===== config.mk =====
export PLATFORM = sky130hd
export DESIGN_NAME = seletor_produto_estoque
export DESIGN_NICKNAME = d
export VERILOG_FILES = /design/src/rtl/seletor_pkg.sv /design/src/rtl/seletor_tabela.sv /design/src/rtl/seletor_produto_estoque.sv
export SDC_FILE = /design/constraint.sdc
export NUM_CORES = 1
export LEC_CHECK = 0
export CORE_ASPECT_RATIO = 0.75
export CORE_MARGIN = 3
export CORE_UTILIZATION = 30
export DETAILED_ROUTE_END_ITERATION = 8
export GPL_TIMING_DRIVEN = 0
export PLACE_DENSITY = 0.43
export SYNTH_ARGS = -nofsm -noshare
export SYNTH_HDL_FRONTEND = slang
export SYNTH_SLANG_ARGS = --single-unit
export TNS_END_PERCENT = 1

===== constraint.sdc =====
create_clock -name clk -period 3.05 [get_ports clk]
set_input_delay 0.305 -clock clk [delete_from_list [all_inputs] [get_ports clk]]
set_output_delay 0.305 -clock clk [all_outputs]
set_load 0.005 [all_outputs]

===== src/rtl/seletor_pkg.sv =====
// Shared types and helpers for the stocked product selector.
// Holds the FSM state enum, the legacy price/valid default map and an
// all-ones code helper used as the "no product" marker on codeOut.
package seletor_pkg;

    typedef enum logic [2:0] {
        ST_IDLE,
        ST_LOOKUP,
        ST_OFFER,
        ST_VEND,
        ST_REJECT
    } state_t;

    // Price is carried 8 bits wide here; each user truncates or widens to PRICE_W.
    typedef struct packed {
        logic       valid;
        logic [7:0] price;
    } slot_dflt_t;

    // Legacy keypad map; any code outside it (including codes >= 16) is invalid.
    function automatic slot_dflt_t default_slot(input logic [31:0] code);
        slot_dflt_t s;
        s.valid = 1'b0;
        s.price = 8'd0;
        case (code)
            32'd0:  begin s.valid = 1'b1; s.price = 8'd2; end
            32'd4:  begin s.valid = 1'b1; s.price = 8'd6; end
            32'd5:  begin s.valid = 1'b1; s.price = 8'd1; end
            32'd8:  begin s.valid = 1'b1; s.price = 8'd1; end
            32'd9:  begin s.valid = 1'b1; s.price = 8'd3; end
            32'd10: begin s.valid = 1'b1; s.price = 8'd5; end
            32'd11: begin s.valid = 1'b1; s.price = 8'd4; end
            32'd12: begin s.valid = 1'b1; s.price = 8'd2; end
            32'd13: begin s.valid = 1'b1; s.price = 8'd5; end
            default: ;
        endcase
        return s;
    endfunction

    // Low w bits set; callers cast down to their code width.
    function automatic logic [31:0] invalid_code(input int unsigned w);
        logic [31:0] r;
        r = '0;
        for (int i = 0; i < 32; i++) begin
            if (i < w) r[i] = 1'b1;
        end
        return r;
    endfunction

endpackage


===== src/rtl/seletor_tabela.sv =====
// Slot tables: valid flag, price and stock per slot code, loaded from the
// default map on reset. Ports: write port (wr_*), stock decrement port
// (dec_*, saturates at zero), combinational read at rd_addr (rd_*).
module seletor_tabela
    import seletor_pkg::*;
#(
    parameter int CODE_W     = 4,
    parameter int PRICE_W    = 3,
    parameter int STOCK_W    = 4,
    parameter int INIT_STOCK = 4
) (
    input  logic               clk,
    input  logic               rst,
    input  logic               wr_en,
    input  logic [CODE_W-1:0]  wr_addr,
    input  logic               wr_valid,
    input  logic [PRICE_W-1:0] wr_price,
    input  logic [STOCK_W-1:0] wr_stock,
    input  logic               dec_en,
    input  logic [CODE_W-1:0]  dec_addr,
    input  logic [CODE_W-1:0]  rd_addr,
    output logic               rd_valid,
    output logic [PRICE_W-1:0] rd_price,
    output logic [STOCK_W-1:0] rd_stock
);

    localparam int NSLOT = 2**CODE_W;

    logic               valid_q [NSLOT];
    logic [PRICE_W-1:0] price_q [NSLOT];
    logic [STOCK_W-1:0] stock_q [NSLOT];

    logic               dflt_valid [NSLOT];
    logic [PRICE_W-1:0] dflt_price [NSLOT];

    for (genvar g = 0; g < NSLOT; g++) begin : g_dflt
        localparam slot_dflt_t D = default_slot(32'(g));
        assign dflt_valid[g] = D.valid;
        assign dflt_price[g] = PRICE_W'(D.price);
    end

    always_ff @(posedge clk) begin
        if (rst) begin
            for (int i = 0; i < NSLOT; i++) begin
                valid_q[i] <= dflt_valid[i];
                price_q[i] <= dflt_price[i];
                stock_q[i] <= dflt_valid[i] ? STOCK_W'(INIT_STOCK) : '0;
            end
        end else begin
            // Writes only happen in IDLE and decrements only in VEND, so they never collide.
            if (wr_en) begin
                valid_q[wr_addr] <= wr_valid;
                price_q[wr_addr] <= wr_price;
                stock_q[wr_addr] <= wr_stock;
            end
            if (dec_en && (stock_q[dec_addr] != '0)) begin
                stock_q[dec_addr] <= stock_q[dec_addr] - STOCK_W'(1);
            end
        end
    end

    assign rd_valid = valid_q[rd_addr];
    assign rd_price = price_q[rd_addr];
    assign rd_stock = stock_q[rd_addr];

endmodule


===== src/rtl/seletor_produto_estoque.sv =====
// Stocked product selector: latches a {linha,coluna} request, looks the slot
// up one cycle later, then offers (sel_valid, valor, codeOut, existe) until
// pay_ok (vend pulse, stock decrement) or cancel, or rejects (sel_reject,
// sold_out). cfg_* rewrites a slot while idle; busy flags dropped requests.
// Optional macro SEL_TIMEOUT_EN: abandon an unanswered offer after TIMEOUT_CYC
// cycles with a timeout pulse; without it the offer waits and timeout is 0.
module seletor_produto_estoque
    import seletor_pkg::*;
#(
    parameter int ROW_W       = 2,
    parameter int COL_W       = 2,
    parameter int PRICE_W     = 3,
    parameter int STOCK_W     = 4,
    parameter int INIT_STOCK  = 4,
    parameter int TIMEOUT_CYC = 1000
) (
    input  logic                     clk,
    input  logic                     rst,
    input  logic                     sel_req,
    input  logic [ROW_W-1:0]         linha,
    input  logic [COL_W-1:0]         coluna,
    input  logic                     pay_ok,
    input  logic                     cancel,
    input  logic                     cfg_we,
    input  logic [ROW_W+COL_W-1:0]   cfg_addr,
    input  logic                     cfg_valid,
    input  logic [PRICE_W-1:0]       cfg_price,
    input  logic [STOCK_W-1:0]       cfg_stock,
    output logic [PRICE_W-1:0]       valor,
    output logic [ROW_W+COL_W-1:0]   codeOut,
    output logic                     existe,
    output logic                     sel_valid,
    output logic                     sel_reject,
    output logic                     sold_out,
    output logic                     vend,
    output logic                     busy,
    output logic                     timeout
);

    localparam int CODE_W = ROW_W + COL_W;
    localparam logic [CODE_W-1:0] INV_CODE = CODE_W'(invalid_code(CODE_W));

    state_t              state;
    logic [CODE_W-1:0]   code_q;
    logic                rd_valid;
    logic [PRICE_W-1:0]  rd_price;
    logic [STOCK_W-1:0]  rd_stock;

    seletor_tabela #(
        .CODE_W     (CODE_W),
        .PRICE_W    (PRICE_W),
        .STOCK_W    (STOCK_W),
        .INIT_STOCK (INIT_STOCK)
    ) u_tabela (
        .clk      (clk),
        .rst      (rst),
        .wr_en    (cfg_we && (state == ST_IDLE)),
        .wr_addr  (cfg_addr),
        .wr_valid (cfg_valid),
        .wr_price (cfg_price),
        .wr_stock (cfg_stock),
        .dec_en   (state == ST_VEND),
        .dec_addr (code_q),
        .rd_addr  (code_q),
        .rd_valid (rd_valid),
        .rd_price (rd_price),
        .rd_stock (rd_stock)
    );

    assign busy = (state != ST_IDLE);

`ifdef SEL_TIMEOUT_EN
    localparam int CNT_W = $clog2(TIMEOUT_CYC + 1);
    logic [CNT_W-1:0] cnt_q;
    logic             timeout_q;
    assign timeout = timeout_q;
`else
    assign timeout = 1'b0;
`endif

    always_ff @(posedge clk) begin
        if (rst) begin
            state      <= ST_IDLE;
            code_q     <= '0;
            valor      <= '0;
            codeOut    <= INV_CODE;
            existe     <= 1'b0;
            sel_valid  <= 1'b0;
            sel_reject <= 1'b0;
            sold_out   <= 1'b0;
            vend       <= 1'b0;
`ifdef SEL_TIMEOUT_EN
            cnt_q      <= '0;
            timeout_q  <= 1'b0;
`endif
        end else begin
            sel_reject <= 1'b0;
            vend       <= 1'b0;
`ifdef SEL_TIMEOUT_EN
            timeout_q  <= 1'b0;
`endif
            case (state)
                ST_IDLE: begin
                    if (sel_req) begin
                        code_q <= {linha, coluna};
                        state  <= ST_LOOKUP;
                    end
                end
                ST_LOOKUP: begin
                    if (!rd_valid) begin
                        state      <= ST_REJECT;
                        sel_reject <= 1'b1;
                        existe     <= 1'b0;
                        codeOut    <= INV_CODE;
                        valor      <= '0;
                        sold_out   <= 1'b0;
                    end else if (rd_stock == '0) begin
                        state      <= ST_REJECT;
                        sel_reject <= 1'b1;
                        existe     <= 1'b1;
                        codeOut    <= code_q;
                        valor      <= rd_price;
                        sold_out   <= 1'b1;
                    end else begin
                        state      <= ST_OFFER;
                        existe     <= 1'b1;
                        codeOut    <= code_q;
                        valor      <= rd_price;
                        sel_valid  <= 1'b1;
`ifdef SEL_TIMEOUT_EN
                        cnt_q      <= '0;
`endif
                    end
                end
                ST_OFFER: begin
                    // pay_ok outranks both cancel and an expiring timer.
                    if (pay_ok) begin
                        state     <= ST_VEND;
                        vend      <= 1'b1;
                        sel_valid <= 1'b0;
                    end else if (cancel) begin
                        state     <= ST_IDLE;
                        sel_valid <= 1'b0;
                        existe    <= 1'b0;
                        codeOut   <= INV_CODE;
                        valor     <= '0;
                    end
`ifdef SEL_TIMEOUT_EN
                    else if (cnt_q == CNT_W'(TIMEOUT_CYC - 1)) begin
                        state     <= ST_IDLE;
                        timeout_q <= 1'b1;
                        sel_valid <= 1'b0;
                        existe    <= 1'b0;
                        codeOut   <= INV_CODE;
                        valor     <= '0;
                    end else begin
                        cnt_q <= cnt_q + CNT_W'(1);
                    end
`endif
                end
                default: begin
                    // VEND and REJECT last one cycle; stock drops on this edge in VEND.
                    state     <= ST_IDLE;
                    sel_valid <= 1'b0;
                    existe    <= 1'b0;
                    codeOut   <= INV_CODE;
                    valor     <= '0;
                    sold_out  <= 1'b0;
                end
            endcase
        end
    end

endmodule


## Word-level counts from Yosys, hierarchy flattened

Memory sizes are Yosys's and may differ from the RTL's. A register that Yosys moved wholly into a read port is not among the register bits.
Index checks and enable logic that the tools add are counted.

| cells by class | value |
|---|---|
| add/sub/neg operators | 1 |
| equal/unequal tests | 10 |
| muxes and demuxes | 53 |
| bitwise gates (word level) | 4 |
| reductions and logical operators | 18 |

Operator list:

| kind | number |
|---|---|
| two-way mux 4 bit | 15 |
| two-way mux 1 bit | 24 |
| two-way mux 3 bit | 8 |
| one-hot mux 3 bit (3 select lines) | 2 |
| one-hot mux 4 bit (3 select lines) | 1 |
| != test 2 bit (second input constant) | 5 |
| OR reduction 4 bit | 2 |
| equality test 3 x 2 -> 1 bit (second input constant) | 2 |
| != test 3 bit (second input constant) | 2 |
| one-hot mux 1 bit (3 select lines) | 2 |
| AND reduction 2 bit | 3 |
| OR reduction 2 bit | 3 |
| logical NOT 4 bit | 1 |
| inverter 1 bit | 4 |
| AND reduction 4 bit | 1 |
| nonzero test 4 bit | 1 |
| subtractor 4 x 1 -> 4 bit (second input constant) | 1 |
| equality test 3 x 1 -> 1 bit (second input constant) | 1 |
| logical NOT 3 bit | 1 |
| AND reduction 3 bit | 1 |
| nonzero test 3 bit | 1 |
| OR reduction 3 bit | 1 |
| logical AND 1 bit | 2 |
| one-hot mux 1 bit (2 select lines) | 1 |
| OR reduction 1 bit | 1 |

| word-level totals | value |
|---|---|
| register bits | 19 |
| bits in writable memories | 128 |
| bits of input ports | 22 |
| output and inout bits | 14 |
| memories kept | 3 |

Memory list:

| name | words | bits a word | rd ports | clocked after memory_dff | write ports | line | source |
|---|---|---|---|---|---|---|---|
| u_tabela.stock_q | 16 | 4 | 1 | 1 | 16 | seletor_tabela.sv:31 | `logic [STOCK_W-1:0] stock_q [NSLOT];` |
| u_tabela.price_q | 16 | 3 | 1 | 1 | 16 | seletor_tabela.sv:30 | `logic [PRICE_W-1:0] price_q [NSLOT];` |
| u_tabela.valid_q | 16 | 1 | 1 | 1 | 16 | seletor_tabela.sv:29 | `logic valid_q [NSLOT];` |

## Depth between registers and ports, before layout

Gate-level depths: netlist of the first run.

| depth | value |
|---|---|
| depth after elaboration | 8 |
| gate-level depth with buffers | 10 |
| gate-level depth less buffers | 8 |

## Cells and area by module

Synthesis of the first run repeated with hierarchy kept, for this count alone.

| unflattened totals | value |
|---|---|
| cell total of the unflattened synthesis | 643 |
| area, all modules | 8,159.1 µm² |

By module, submodules not included:

| module | times used | cells an instance | area an instance (µm²) | seq. area each (µm²) |
|---|---|---|---|---|
| seletor_tabela | 1 | 565 | 7,372.1 | 3,753.6 |
| seletor_produto_estoque | 1 | 78 | 787.0 | 380.4 |

## Worst setup path before layout of the first run

OpenSTA, ideal clock, no wires.

| timing | value |
|---|---|
| path type | register -> register |
| start | register (tool-made name) |
| end | memory u_tabela.stock_q[0][0], enable pin |
| arrival time | 2.372 ns |
| slack | 0.415 ns |
| stages on the path, launching flop included | 11 |
| path buffers | 3 |
| cell sequence | dfxtp_1 > buf_6 > buf_4 > mux4_2 > nand3_1 > and3_1 > ha_1 > and3_4 > buf_6 > nor2_1 > or2_1 |

RTL lines:

| what | line |
|---|---|
| to (decl) | seletor_tabela.sv:31 |

==> results by group, run 1 <==
Status
  – Outcome: finished clean

Routing
  – Final WL: ~23 mm
  – Drt drc: 0
  – Antenna viol nets, final: 0
  – Drt first pass iters: 5
  – Drt wl/cell: around 23 µm
  – Initial DRC Count: roughly 570
  – Detailed-route via count: about 5200
  – Vias per cell: between 5 and 6

Global route
  – Initial antenna violation count: 0
  – Global-route wire length before repair: around 34 mm
  – Largest net degree at the start of global routing: 17
  – Vias in the first global route: between 5000 and 6000
  – GR Overflow Total: 0
  – Global-route usage over all layers: 17.7%

Cells and area
  – Area grow syn2layout: 20.2%
  – Share of cells above drive strength 1: 17.2%
  – Most common cell after layout, fill and taps aside: edfxtp_1
  – Fillcell total: 2366
  – Final Core Density: a little under two fifths
  – Commonest non-fill, non-tap cells in the layout: edfxtp_1, nand2_1, o21ai_0
  – Nets@finish: between 600 and 700
  – Ant. Diodes: 0

Power
  – Part of the power in combinational logic: around 14%
  – Seq pwr share: a little over two fifths
  – NetSw: approximately 1.4 mW
  – Leak Pwr: between 2 and 3 nW
  – Clock share of power: roughly 42%
  – Internal power: roughly 4 mW
  – Pwr/cell area: about 600 nW/µm²
  – VDD IR max: 0.389 mV
  – Sw Ratio: 25.8%

Clock tree
  – Cts bufs inserted: 17
  – Clock Sinks: about 150
  – Root Buffer: clkbuf_16
  – Worst-Skew Late Latency: between 400 and 500 ps
  – Clk slew on worst S/H paths: ~60 ps
  – # H-tree levels: 4
  – Clock Path Buffers: 2
  – CTS tree: done

Critical path
  – Worst setup SP type: flip-flop
  – Arr. time, crit path: ~3100 ps
  – Worst Path Class, Setup: flip-flop to flip-flop
  – Worst EP required: roughly 3200 ps
  – Worst Setup End Kind: flip-flop
  – Maximum fanout along the worst path: 10

STA
  – Worst-margin pin slew: approximately 800 ps
  – Fin crit period: a little under 3000 ps
  – TNS Setup: 0 ps
  – Fin. max-slew vios: 0
  – Period utilization: a little over nine tenths
  – Slew HR: around 46%
  – Clock skew: roughly 10 ps
  – RSZ-0062 raised after global routing: no
  – Final-report setup violation count: 0
  – Max Clock Freq: ~0.34 GHz
  – Final Hold Viols: 0

Yosys
  – Post-Syn Area: 7390 µm²
  – Yosys warns: 0
  – Main flop type after synthesis: edfxtp_1
  – Yosys top cell area share: about half
  – Net Count, Synth: between 600 and 700
  – Leading area contributor after synthesis: edfxtp_1
  – Top area cells in the synthesized netlist: edfxtp_1, dfxtp_1, mux4_2
  – Avg Synthesized Cell Area: about 12 µm²
  – Cell count after synthesis: ~620
  – Ys async rst share: 0%
  – FF+latch count, synth: 151
  – EDFF count, synth: between 100 and 150
  – Netlist cell types: 48
  – Sequential area share after synthesis: between 50 and 60%

Floorplanning
  – Die area: about 27000 µm²
  – CORE AREA: approximately 24000 µm²
  – Starting Density: between 30 and 40%
  – Die Wd: ~190 µm
  – Die height: 142 µm
  – I/O Pins: 36
  – Core Rows: between 40 and 50

Min path
  – Min-Delay Path Class: input port to flip-flop

Place
  – Placer Congestion: approximately 0.85
  – Dpl hpwl: ~17 mm
  – PortBufs: 29

Job
  – # Max-Cap Violations: 0
per-stage QoR:
| step | power, mW | instances | hold WS [ps] | setup slack [ps] | instance area (µm²) |
|---|---|---|---|---|---|
| floorplan | 2.77 | 615 | 441 | 415 | 7390 |
| global placement | 3.05 | 975 | 445 | -678 | 8100 |
| detailed placement | 3.05 | 975 | 452 | -732 | 8100 |
| CTS | 5.30 | 1007 | 377 | -39.2 | 8800 |
| global route | 5.48 | 1010 | 425 | 2.68 | 8890 |
| finish | 5.30 | 1010 | 380 | 88.9 | 8890 |
layout make-up:
type / count / area, µm² / area share [%]
timing repair buffer: 33 / 320 / 3.60
clock buffer: 17 / 425 / 4.79
buffer: 43 / 233 / 2.62
clock inverter: 14 / 181 / 2.04
sequential: 151 / 4220 / 47.4
inverter: 10 / 38.8 / 0.436
multi-input combinational: 411 / 3060 / 34.4
tap: 331 / 414 / 4.66
what timing repair did:
| action | 4_1_cts | 5_1_grt |
|---|---|---|
| pin swaps | 0 | 1 |
| hold buffers | 0 | 0 |
| buffers inserted | 1 | 3 |
| setup endpoints to repair | 127 | 85 |
| gates resized for setup | 20 | 16 |
synth_stat cells, types with 2 or more instances:
cell,n
edfxtp_1,119
nand2_1,68
o21ai_0,51
nor2_1,49
and2_1,46
dfxtp_1,32
mux4_2,28
clkbuf_1,27
nand2b_1,22
nor3_1,17
or2_2,16
a21oi_1,14
mux2i_1,13
or2_1,10
a22o_1,9
a21o_1,7
a32o_1,7
and3_1,7
inv_1,7
mux4_1,7
nor2b_1,7
nand3_1,6
buf_1,5
buf_4,4
o22ai_1,4
a22oi_1,3
a32oi_1,3
buf_6,3
a211oi_1,2
buf_2,2
clkbuf_2,2
nor4_2,2
cell families (layout without fill, tap and decap cells):
group / count (synthesis) / in the layout / synth area share [%]
flops: 151 / 151 / 57.0
simple gates: 257 / 257 / 17.9
other cells: 1 / 1 / 0.0507
buf+inv: 53 / 117 / 3.28
mux: 49 / 49 / 12.9
compound gates: 102 / 102 / 8.58
xor+xnor: 1 / 1 / 0.118
fa+ha+maj: 1 / 1 / 0.169
routing by layer:
metal / track usage, % / vias to the layer above / wire (µm)
li1: - / 2351 / -
met1: 27.1 / 2648 / 11700
met2: 25.0 / 205 / 9500
met3: 4.46 / 11 / 1640
met4: 4.29 / 0 / 188
met5: 0 / - / 0
state kept, by name (all words and copies together), names as in the netlist, 3 cells and up, named ones only:
signal / count
u_tabela.stock_q: 64
u_tabela.valid_q: 16
valor: 3
code_q: 4
u_tabela.price_q: 48
codeOut: 4
state: 3
critical path, stage by stage, from the launching register on:
cell and delay (ps):
dfxtp_2 400, buf_8 190, mux4_1 620, mux4_2 580, clkinv_2 110, nand3_2 220
clkbuf_2 290, a21o_1 280
power by group through the flow:
stage          Sequential (mW)  Clock [mW]  Combinational (mW)
3_5_place_dp              2.38           0               0.676
6_report                  2.34        2.24               0.730
3_3_place_gp              2.38           0               0.670
4_1_cts                   2.33        2.26               0.706
2_1_floorplan             2.36           0               0.412
5_1_grt                   2.34        2.36               0.782
worst paths after layout:
| check | to | from | cells past startpoint | slack, ps |
|---|---|---|---|---|
| setup reg to reg | u_tabela.stock_q[15][3] | flip-flop | 7 | 90 |
| hold reg to reg | existe | existe | 2 | 470 |
| setup / recovery | u_tabela.stock_q[15][3] | flip-flop | 7 | 90 |
| hold / removal | u_tabela.stock_q[3][3] | cfg_stock[3] | 3 | 380 |
No activity file was read; power rests on OpenSTA's default activity.
==> run 2, diff against run 1 <==
- CELL_PAD_IN_SITES_DETAIL_PLACEMENT: not set -> 2
- CELL_PAD_IN_SITES_GLOBAL_PLACEMENT: not set -> 2
- PLACE_DENSITY: 0.43 -> 0.58
==> run 2 against run 1 <==
  * Hold slack gained 38 ps
  * Final cell count grew 1.1%
  * Sequential power is essentially flat
  * Final area grew 1.5%
==> results by group, run 2 (synthesis gave the netlist of run 1 again) <==
Routing
  – Final WL: 26.2 mm (+14%)
  – Drt first pass iters: 4 (-1)
  – Drt wl/cell: 25.6 µm (+12%)
  – Antenna viol nets, final: 0 (unchanged)
  – Vias per cell: 5.21 (+0.86%)
  – Drt drc: 0 (unchanged)
  – Initial DRC Count: 445 (-22%)
  – Detailed-route via count: 5317 (+2.0%)

Global route
  – GR Overflow Total: 0 (unchanged)
  – Largest net degree at the start of global routing: 17 (unchanged)
  – Global-route usage over all layers: 20.0% (+2.3 points)
  – Vias in the first global route: 5661 (+11%)
  – Global-route wire length before repair: 38.6 mm (+14%)
  – Initial antenna violation count: 1 (+1)

Critical path
  – FF-to-FF setup slack: 100 ps (about the same)
  – Maximum fanout along the worst path: 10 (unchanged)
  – Worst Setup End Kind: flip-flop
  – RR Endpoint: u_tabela.stock_q[12][0]
  – Max stage delay cell, worst path: mux4_1
  – CP peak stage delay: 610 ps (about the same)
  – Worst Path Class, Setup: flip-flop to flip-flop
  – Buf/Inv on CP: 3 (unchanged)
  – CP Cell Sequence: buf_8, mux4_1, mux4_2, clkinv_2, and3_4, buf_6, nor2_1, or2_1
  – Worst EP required: 3210 ps (about the same)
  – Worst setup SP type: flip-flop
  – Worst Reg-to-Reg Cells: 8 (+1)
  – Arr. time, crit path: 3110 ps (-20 ps)
  – Worst path top cell family by delay: multiplexers

Status
  – Outcome: finished clean

Clock tree
  – CTS tree: done
  – Worst-Skew Late Latency: 440 ps (about the same)
  – Clock Path Buffers: 2 (unchanged)
  – Clk slew on worst S/H paths: 70 ps (about the same)
  – Cts bufs inserted: 17 (unchanged)
  – # H-tree levels: 4 (unchanged)
  – Root Buffer: clkbuf_16
  – Clock Sinks: 151 (unchanged)

Place
  – Area post-placement: 8110 µm² (+0.12%)
  – Placer Congestion: 0.801 (-5.6%)
  – # placed instances: 976 (+0.10%)
  – Dpl hpwl: 19.4 mm (+13%)
  – PortBufs: 29 (unchanged)

STA
  – TNS Setup: 0 ps (unchanged)
  – Max Clock Freq: 0.339 GHz (+0.29%)
  – Final Hold Viols: 0 (unchanged)
  – Worst-margin pin slew: 885 ps (+74.1 ps)
  – Slew HR: 41.0% (-4.9 points)
  – Fin crit period: 2950 ps (-8.53 ps)
  – Period utilization: 96.8% (-0.28 points)
  – Fin. max-slew vios: 0 (unchanged)
  – Final-report setup violation count: 0 (unchanged)
  – RSZ-0062 raised after global routing: no
  – Clock skew: 15.2 ps (+4.71 ps)

Cells and area
  – Commonest non-fill, non-tap cells in the layout: edfxtp_1, nand2_1, o21ai_0
  – Ant. Diodes: 0 (unchanged)
  – Post-route insts no fill: 1021 (+1.1%)
  – Area grow syn2layout: 22.0%
  – Largest regs: u_tabela.stock_q x64, u_tabela.price_q x48, u_tabela.valid_q x16
  – Share of cells above drive strength 1: 19.9% (+2.6 points)
  – Most common cell after layout, fill and taps aside: edfxtp_1
  – Nets@finish: 700 (+1.4%)
  – Most flops, register: u_tabela.stock_q
  – Max FFs per register: 64 (unchanged)
  – Post-route cell area: 9020 µm² (+1.5%)

Floorplanning
  – Die area: 26600 µm² (unchanged)
  – CORE AREA: 24100 µm² (unchanged)
  – Die height: 142 µm (unchanged)
  – Core Rows: 49 (unchanged)
  – I/O Pins: 36 (unchanged)
  – Starting Density: 30.7% (unchanged)
  – Die Wd: 187 µm (unchanged)

Power
  – Pwr/cell area: 596 nW/µm² (about the same)
  – NetSw: 1.45 mW (+6.2%)
  – Part of the power in combinational logic: 14.3% (+0.5 points)
  – VDD IR max: 0.404 mV (+3.8%)
  – Leak Pwr: 3.07 nW (+2.7%)
  – Internal power: 3.93 mW (-0.22%)
  – Sw Ratio: 27.0% (+1.2 points)
  – Clock share of power: 42.2% (about the same)
  – Seq pwr share: 43.4% (-0.6 points)

Min path
  – WHS Endpoint: u_tabela.stock_q[15][0]
  – Worst Hold Launch: cfg_stock[0]
  – Hold path depth: 3 (unchanged)
  – Min-Delay Path Class: input port to flip-flop

Job
  – # Max-Cap Violations: 0 (unchanged)
run 2: cell count changes in the layout (fill, tap and decap cells not counted), sizes merged:
cell      before  now
inv           10   13
buf           18   30
bufinv         4    2
clkbuf        46   48
clkinv         9    4
clkinvlp       1    2
run 2: final cells by class:
cell class / instances / area, µm²
well taps: 331 / 414
fillers: 2513 / 15100
multi-input cells: 411 / 3090
clock buffers: 21 / 493
inverters: 10 / 42.5
repair buffers: 43 / 393
clock inverters: 11 / 133
plain buffers: 43 / 241
flip-flops and latches: 151 / 4220
run 2: how the worst max path moves through the flow:
stage	slack (ps)	startpoint	depth (start not counted)	endpoint
finish	100	flip-flop	8	u_tabela.stock_q[12][0]
global route	0.8	state[2]	9	u_tabela.stock_q[9][2]
CTS	-2	flip-flop	10	u_tabela.stock_q[4][2]
detailed placement	-800	flip-flop	10	u_tabela.stock_q[12][3]
global placement	-720	flip-flop	10	u_tabela.stock_q[13][3]
floorplan	410	flip-flop	10	u_tabela.stock_q[0][0]
run 2: power groups by stage:
| stage | Clock [mW] | Combinational [mW] | Sequential (mW) |
|---|---|---|---|
| after CTS | 2.30 | 0.743 | 2.34 |
| after global routing | 2.38 | 0.825 | 2.34 |
| after detailed placement | 0 | 0.704 | 2.38 |
| final | 2.27 | 0.772 | 2.34 |
| after floorplan | 0 | 0.412 | 2.36 |
| after global placement | 0 | 0.686 | 2.37 |
run 2: metal layers:
layer / part of all wire [%] / global-route usage, %
met1: 49 / 29.4
met2: 46 / 31.6
met3: 4.4 / 3.45
met4: 0.69 / 3.98
met5: 0 / 0
run 2: worst register-to-register path: cells and delay by family (launching register included):
kind | cells | cell delay (ps)
buffers and inverters | 3 | 480
AND/OR/NAND/NOR | 3 | 610
flip-flops | 1 | 420
multiplexers | 2 | 1160
run 2: stage by stage:
| step | total power [mW] | util [%] | setup WS (ps) | hold slack [ps] |
|---|---|---|---|---|
| 6_report | 5.38 | 37.4 | 97.4 | 417 |
| 3_3_place_gp | 3.06 | 33.6 | -719 | 444 |
| 2_1_floorplan | 2.77 | - | 415 | 441 |
| 4_1_cts | 5.38 | 36.8 | -1.88 | 403 |
| 5_1_grt | 5.55 | 37.4 | 0.764 | 426 |
| 3_5_place_dp | 3.08 | 33.7 | -796 | 458 |
run 2: timing repair:
item | 4_1_cts | 5_1_grt
hold buffers | 0 | 0
setup buffers | 0 | 13
gates resized for setup | 30 | 21
setup endpoints to repair | 154 | 94
pin swaps | 0 | 7
hold endpoints to repair | 0 | 0
==> run 3, diff against run 2 <==
- ABC_AREA: not set -> 0
==> results of run 3 <==
Same layout as run 2: the final DEF is identical, and so are final timing and power.
